===== src/rtl/mem_wb_stage.sv =====
// MEM->WB pipeline register and write-back source select for the 5-stage MIPS core.
// Optional retire/stall performance counters are enabled by defining WB_PERF_CNT_EN.
module mem_wb_stage #(
   parameter int DATA_W     = 32,
   parameter int REG_ADDR_W = 5,
   parameter int CNT_W      = 32
) (
   input  logic                  clk,
   input  logic                  rst,
   input  logic                  valid_MEM,
   input  logic                  flush,
   input  logic                  mem_stall,
   input  logic                  RegWrite_MEM,
   input  logic [1:0]            MemtoReg_MEM,
   input  logic [REG_ADDR_W-1:0] WriteReg_MEM,
   input  logic [DATA_W-1:0]     ALUres_MEM,
   input  logic [DATA_W-1:0]     MemRd,
   input  logic [DATA_W-1:0]     ExtImm_MEM,
   input  logic [DATA_W-1:0]     PC8_MEM,
   output logic [DATA_W-1:0]     ALUres_WB,
   output logic [DATA_W-1:0]     MemRd_WB,
   output logic [DATA_W-1:0]     ExtImm_WB,
   output logic [REG_ADDR_W-1:0] WriteReg_WB,
   output logic                  RegWrite_WB,
   output logic [DATA_W-1:0]     WriteData_WB,
   output logic                  valid_WB,
   output logic [CNT_W-1:0]      retire_cnt,
   output logic [CNT_W-1:0]      stall_cnt
);

   logic [DATA_W-1:0]     alu_q;
   logic [DATA_W-1:0]     memrd_q;
   logic [DATA_W-1:0]     extimm_q;
   logic [DATA_W-1:0]     pc8_q;
   logic [REG_ADDR_W-1:0] wreg_q;
   logic [1:0]            memtoreg_q;
   logic                  regwrite_q;
   logic                  valid_q;

   // flush and stall both insert a bubble; fields hold so forwarding stays stable
   always_ff @(posedge clk or posedge rst) begin
      if (rst) begin
         alu_q      <= '0;
         memrd_q    <= '0;
         extimm_q   <= '0;
         pc8_q      <= '0;
         wreg_q     <= '0;
         memtoreg_q <= '0;
         regwrite_q <= 1'b0;
         valid_q    <= 1'b0;
      end else if (flush || mem_stall) begin
         valid_q <= 1'b0;
      end else begin
         alu_q      <= ALUres_MEM;
         memrd_q    <= MemRd;
         extimm_q   <= ExtImm_MEM;
         pc8_q      <= PC8_MEM;
         wreg_q     <= WriteReg_MEM;
         memtoreg_q <= MemtoReg_MEM;
         regwrite_q <= RegWrite_MEM;
         valid_q    <= valid_MEM;
      end
   end

   always_comb begin
      WriteData_WB = alu_q;
      unique case (memtoreg_q)
         2'd0: WriteData_WB = alu_q;
         2'd1: WriteData_WB = memrd_q;
         2'd2: WriteData_WB = extimm_q;
         2'd3: WriteData_WB = pc8_q;
         default: WriteData_WB = alu_q;
      endcase
   end

   assign ALUres_WB   = alu_q;
   assign MemRd_WB    = memrd_q;
   assign ExtImm_WB   = extimm_q;
   assign WriteReg_WB = wreg_q;
   assign valid_WB    = valid_q;
   assign RegWrite_WB = valid_q & regwrite_q;

`ifdef WB_PERF_CNT_EN
   logic [CNT_W-1:0] retire_q;
   logic [CNT_W-1:0] stall_q;

   // saturating counters, cleared only by reset
   always_ff @(posedge clk or posedge rst) begin
      if (rst) begin
         retire_q <= '0;
         stall_q  <= '0;
      end else begin
         if (valid_q && (retire_q != '1))
            retire_q <= retire_q + CNT_W'(1);
         if (mem_stall && (stall_q != '1))
            stall_q <= stall_q + CNT_W'(1);
      end
   end

   assign retire_cnt = retire_q;
   assign stall_cnt  = stall_q;
`else
   assign retire_cnt = '0;
   assign stall_cnt  = '0;
`endif

endmodule


===== config.mk =====
export PLATFORM = sky130hd
export DESIGN_NAME = mem_wb_stage
export DESIGN_NICKNAME = d
export VERILOG_FILES = /design/src/rtl/mem_wb_stage.sv
export SDC_FILE = /design/constraint.sdc
export NUM_CORES = 1
export LEC_CHECK = 0
export ABC_AREA = 1
export CAP_MARGIN = 15
export CORE_ASPECT_RATIO = 1.25
export CORE_MARGIN = 10
export CORE_UTILIZATION = 40
export DETAILED_ROUTE_END_ITERATION = 12
export GPL_ROUTABILITY_DRIVEN = 0
export PLACE_DENSITY = 0.81
export SYNTH_ARGS = -nofsm -noshare
export SYNTH_HDL_FRONTEND = slang
export SYNTH_SLANG_ARGS = --single-unit

===== constraint.sdc =====
create_clock -name clk -period 6.3 [get_ports clk]
set_input_delay 1.26 -clock clk [delete_from_list [all_inputs] [get_ports clk]]
set_output_delay 1.26 -clock clk [all_outputs]
set_load 0.05 [all_outputs]

==> flow_summary.toml, run 1 <==
[status]
status = "finished clean"

[worst_hold_path]
min_path_type = "flip-flop to flip-flop"
hold_path_startpoint = "pc8_q[22]$_DFFE_PP0N_"
hold_depth = 2

[timing]
fmax_mhz = 228
fin_skew_ns = 0
hold_violations = 0
min_period_ns = 4.40
tns_ns = 0
slew_headroom = 0.289
finalMaxSlewViolations = 0
setup_viol = 0
tightest_slew_ns = 1.07
rsz0062_at_grt = "no"
post-route-period-util = 0.698

[worst_setup_path]
crit_chain = "buf_4 > nor2_4 > nand2_1 > nand4_1 > clkdlybuf4s50_1"
worst-path-stages = 5
criticalPathCategory = "flip-flop to output pin"
r2r_slack_ns = 5.08
critPathLaunch = "memtoreg_q[0]$_DFFE_PP0N_"
end_kind = "output pin"
cp_top_family = "buffers and inverters"
cpPeakStageDelay_ns = 0.83
critPathCapture = "WriteData_WB[3]"
r2r_end = "memtoreg_q[1]$_DFFE_PP0N_"
r2r-start = "memtoreg_q[1]$_DFFE_PP0N_"
worstPathMaxFanout = 65
path_buf_inv = 2
cp_slowest_cell = "nor2_4"
crit_arrival_ns = 3.14
reg2reg_depth = 2
start_kind = "flip-flop"
critPathRequiredTime_ns = 5.04

[drt]
drt_wl_total_um = 23600
drtIter0Drc = 352
viasPerCell = 4.84
wire_per_inst_um = 18.1
remaining_drc_errors = 0
drtPass1Iterations = 7
via_count = 6329
drtAntennaViolNets = 0

[finish]
multi_input_area_mm2 = 0.00260
antenna_cells = 0
seq_area_mm2 = 0.00343
fin_util = 0.602
final_nets = 1220
area_delta_synth_final_pct = 47.9
fillers = 1414
drive_gt1_frac = 0.0403

[logic_synthesis]
netlist_area_mm2 = 0.00657
ys_seq_elements = 137
synth_ff_type = "dfrtp_1"
syn_avg_cell_area_um2 = 7.91
synth_commonest_cells = "nand2_1 (437), dfrtp_1 (137), nand3_1 (96), buf_4 (67), nand4_1 (32)"
synth_most_common_cell = "nand2_1"
ys_seq_area_frac = 0.522
synth.distinct_cells = 15
synth_edf_count = 0
yosysWarningCount = 0
synthTopCellsByArea = "dfrtp_1 (52%), nand2_1 (25%), buf_4 (7.7%)"
netlist_instances = 830
yosysTopAreaCell = "dfrtp_1"
synth_top_area_share = 0.522
synthArstFlopShare = 1.00

[pwr]
p_leak_nw = 4.72
p_switching_w = 0.00131
seqPwrFrac = 0.333
internal_power_w = 0.00193
pwr-share-clk = 0.291
peakVddDrop_v = 0.000213
power_density_mw_per_mm2 = 333
sw_frac_of_total = 0.405
pwr-share-comb = 0.376

[die]
die_h_um = 163
placeableCoreArea_mm2 = 0.0161
num_rows = 52
initial_core_util = 0.407
die_x_um = 135
ios = 340
die_area_mm2 = 0.0220

[grt]
grt_pass1_wl_um = 36100
grt_util_all_layers = 0.209
first_global_vias = 6446
antenna_found_initial = 0
grt_max_degree = 102
gr-total-overflow = 0

[placement]
dpl.hpwl_um = 16800
io_buffers = 275

[clock_network]
numCtsBuffers = 17
postCtsResizedCells = 0
cts_tree = "yes"
root_buffer = "clkbuf_16"
insertion_delay_ns = 0.41
post_cts_buffers = 0
clkTransAtPathRegs_ns = 0.06
cts.path.max_buffers = 2
cts_hold_buffers = 0
htree_levels = 4
cts.sinks = 137

[run]
cap_violations = 0
metrics by stage:
stage	total power (W)	setup WS (ns)	hold slack, ns	area (um2)	cells
floorplan	0.00189	1.37	0.442	6810	893
global placement	0.00229	2.45	0.454	9130	1275
detailed placement	0.00231	2.35	0.459	9160	1276
CTS	0.00327	1.90	0.473	9720	1307
global route	0.00338	1.75	0.490	9720	1307
finish	0.00324	1.90	0.470	9720	1307
tightest hold or removal path, delay by kind of cell, from the launching register on:
family | cells | cell delay (ns)
DFF | 1 | 0.34
and+or+nand+nor | 2 | 0.10
layout by cell type, fill, tap and decap left out, drive strengths merged:
cell,count
buf,8
bufinv,1
clkbuf,20
clkdlybuf4s50,275
clkinv,8
clkinvlp,2
conb,64
dfrtp,137
inv,6
nand2,437
nand3,96
nand4,32
nor2,3
o21ai,2
logic make-up (layout without fill, tap and decap cells):
group           Yosys count  in the layout  synth area share
simple gates            568            568             0.355
other cells               1             64          0.000571
compound gates            2              2           0.00152
flops                   137            137             0.522
buf+inv                 122            320             0.121
area by class of cell:
type	count	area share
clock buffers	20	0.0470
flip-flops and latches	137	0.353
well taps	216	0.0278
inverters	6	0.00309
repair buffers	283	0.291
multi-input cells	634	0.267
clock inverters	11	0.0103
registers in the layout, summed over array words and instances (netlist names):
signal / count
regwrite_q: 1
WriteReg_WB: 5
valid_WB: 1
MemRd_WB: 32
pc8_q: 32
ExtImm_WB: 32
ALUres_WB: 32
memtoreg_q: 2
layer usage:
metal,GRT usage,part of all wire,wire (um),vias to the layer above
met2,0.348,0.49,11600,323
met3,0.0805,0.092,2180,69
li1,-,-,-,2987
met1,0.222,0.36,8610,2950
met5,0,0,0,-
met4,0.122,0.051,1210,0
power by group through the flow:
stage / sequential (W) / clock (W) / combinational (W)
after floorplan: 0.00136 / 0 / 0.000528
after global placement: 0.00109 / 0 / 0.00121
after detailed placement: 0.00109 / 0 / 0.00122
after CTS: 0.00108 / 0.000962 / 0.00123
after global routing: 0.00109 / 0.00100 / 0.00129
final: 0.00108 / 0.000942 / 0.00122
worst min path at each step:
stage / slack (ns) / endpoint
2_1_floorplan: 0.44 / regwrite_q$_DFFE_PP0N_
3_3_place_gp: 0.45 / WriteReg_WB[1]$_DFFE_PP0N_
3_5_place_dp: 0.46 / pc8_q[22]$_DFFE_PP0N_
4_1_cts: 0.47 / pc8_q[22]$_DFFE_PP0N_
5_1_grt: 0.49 / pc8_q[11]$_DFFE_PP0N_
6_report: 0.47 / pc8_q[22]$_DFFE_PP0N_
Power figures use the tool's default switching activity.
==> inputs of run 2 (changes only) <==
clock period = 4.4 ns   (was 6.3 ns; I/O delays follow)
==> run 2 against run 1 <==
Effect of this change:
- combinational power up 42%
- clock-buffer cell count down 2
- final cell count up 0.38%
- via count down 0.84%
- setup slack worse by 1.4 ns
- core utilization up 0.59 points
- non-clock buffer count up 3
- largest power group unchanged
- global-route usage down 0.30 points
- largest cell class unchanged
- register-to-register slack worse by 2.0 ns
- clock skew unchanged
- critical path depth down 1
- die area unchanged
- critical endpoint is now WriteData_WB[5]
==> flow_summary.toml, run 2 (synthesis results as in run 1) <==
[status]
status = "finished clean"

[pwr]
p_switching_w = 0.00190
internal_power_w = 0.00287
seqPwrFrac = 0.329
pwr-share-clk = 0.308
pwr-share-comb = 0.363
power_density_mw_per_mm2 = 486
p_leak_nw = 4.76
sw_frac_of_total = 0.398
peakVddDrop_v = 0.000264

[finish]
final_nets = 1223
layout_commonest_cell = "nand2_1"
seq_area_mm2 = 0.00343
fin_util = 0.608
drive_gt1_frac = 0.0447
fillers = 1395
layout_common_cells = "nand2_1 (437), clkdlybuf4s50_1 (275), dfrtp_1 (135), nand3_1 (96), conb_1 (64)"
area_delta_synth_final_pct = 49.4
fin_area_mm2 = 0.00981
multi_input_area_mm2 = 0.00260

[timing]
fin_skew_ns = 0
tns_ns = 0
finalMaxSlewViolations = 0
slew_headroom = 0.355
tightest_slew_ns = 0.965
setup_viol = 0
post-route-period-util = 0.875
min_period_ns = 3.85
hold_violations = 0
fmax_mhz = 260
rsz0062_at_grt = "no"
hold_slack_ns = 0.469

[clock_network]
cts_tree = "yes"
root_buffer = "clkbuf_16"
numCtsBuffers = 17
clkTransAtPathRegs_ns = 0.06
cts_hold_buffers = 0
post_cts_buffers = 0
cts.sinks = 137
cts.path.max_buffers = 2
postCtsResizedCells = 0
htree_levels = 4
insertion_delay_ns = 0.42

[worst_setup_path]
end_kind = "output pin"
worstPathMaxFanout = 32
start_kind = "flip-flop"
critPathRequiredTime_ns = 3.52
crit_arrival_ns = 2.97
criticalPathCategory = "flip-flop to output pin"

[placement]
dpl.hpwl_um = 16600
io_buffers = 275
placed_area_mm2 = 0.00920

[drt]
wire_per_inst_um = 17.6
via_count = 6276
drtAntennaViolNets = 0
drtIter0Drc = 380
viasPerCell = 4.78
drtPass1Iterations = 5
remaining_drc_errors = 0
drt_wl_total_um = 23100

[die]
die_h_um = 163
die_area_mm2 = 0.0220
initial_core_util = 0.407
num_rows = 52
ios = 340
placeableCoreArea_mm2 = 0.0161
die_x_um = 135

[grt]
grt_util_all_layers = 0.207
antenna_found_initial = 1
grt_max_degree = 77
first_global_vias = 6472
gr-total-overflow = 0
grt_pass1_wl_um = 35800

[worst_hold_path]
min_path_type = "flip-flop to flip-flop"

[run]
cap_violations = 0
## run 2: final timing paths
path | to | cells after the start | start | slack [ns]
worst max-delay path | WriteData_WB[5] | 4 | memtoreg_q[0]$_DFFE_PP0N_ | 0.55
worst min-delay path | WriteReg_WB[3]$_DFFE_PP0N_ | 2 | WriteReg_WB[3]$_DFFE_PP0N_ | 0.47
worst max register to register | memtoreg_q[1]$_DFFE_PP0N_ | 3 | memtoreg_q[1]$_DFFE_PP0N_ | 3.05
worst min register to register | WriteReg_WB[3]$_DFFE_PP0N_ | 2 | WriteReg_WB[3]$_DFFE_PP0N_ | 0.47
max in group asynchronous | MemRd_WB[16]$_DFFE_PP0N_ | 3 | rst | 2.62
min in group asynchronous | MemRd_WB[18]$_DFFE_PP0N_ | 2 | rst | 0.99
## run 2: area by class of cell
class                           instances  share of cell area
Antenna cell                            1            0.000255
Clock buffer                           18              0.0448
Clock inverter                         14              0.0175
Inverter                                6             0.00293
Multi-Input combinational cell        634               0.265
Sequential cell                       137               0.350
Tap cell                              216              0.0275
Timing Repair Buffer                  286               0.293
## run 2: per-layer routing
| layer | track usage | wire (um) | vias to the layer above |
|---|---|---|---|
| met5 | 0 | 0 | - |
| met2 | 0.350 | 11700 | 298 |
| met4 | 0.103 | 804 | 0 |
| met1 | 0.221 | 8590 | 2934 |
| met3 | 0.0784 | 2000 | 43 |
| li1 | - | - | 3001 |
## run 2: worst max-delay path, stage by stage, from the launching register on
cell	delay, ns
dfrtp_2	0.60
nor2_4	0.82
nand2_1	0.14
nand4_1	0.15
clkdlybuf4s50_1	0.83
## run 2: stage by stage
| step | setup WS [ns] | cells | total power [W] |
|---|---|---|---|
| finish | 0.552 | 1312 | 0.00477 |
| CTS | 0.567 | 1311 | 0.00480 |
| detailed placement | 1.05 | 1279 | 0.00332 |
| global route | 0.433 | 1312 | 0.00496 |
| floorplan | 1.81 | 893 | 0.00271 |
| global placement | 1.08 | 1279 | 0.00330 |
## run 2: power by group through the flow
stage / registers [W] / logic [W] / clock network [W]
2_1_floorplan: 0.00195 / 0.000756 / 0
3_3_place_gp: 0.00158 / 0.00172 / 0
3_5_place_dp: 0.00158 / 0.00173 / 0
4_1_cts: 0.00157 / 0.00174 / 0.00150
5_1_grt: 0.00159 / 0.00182 / 0.00155
6_report: 0.00157 / 0.00173 / 0.00147
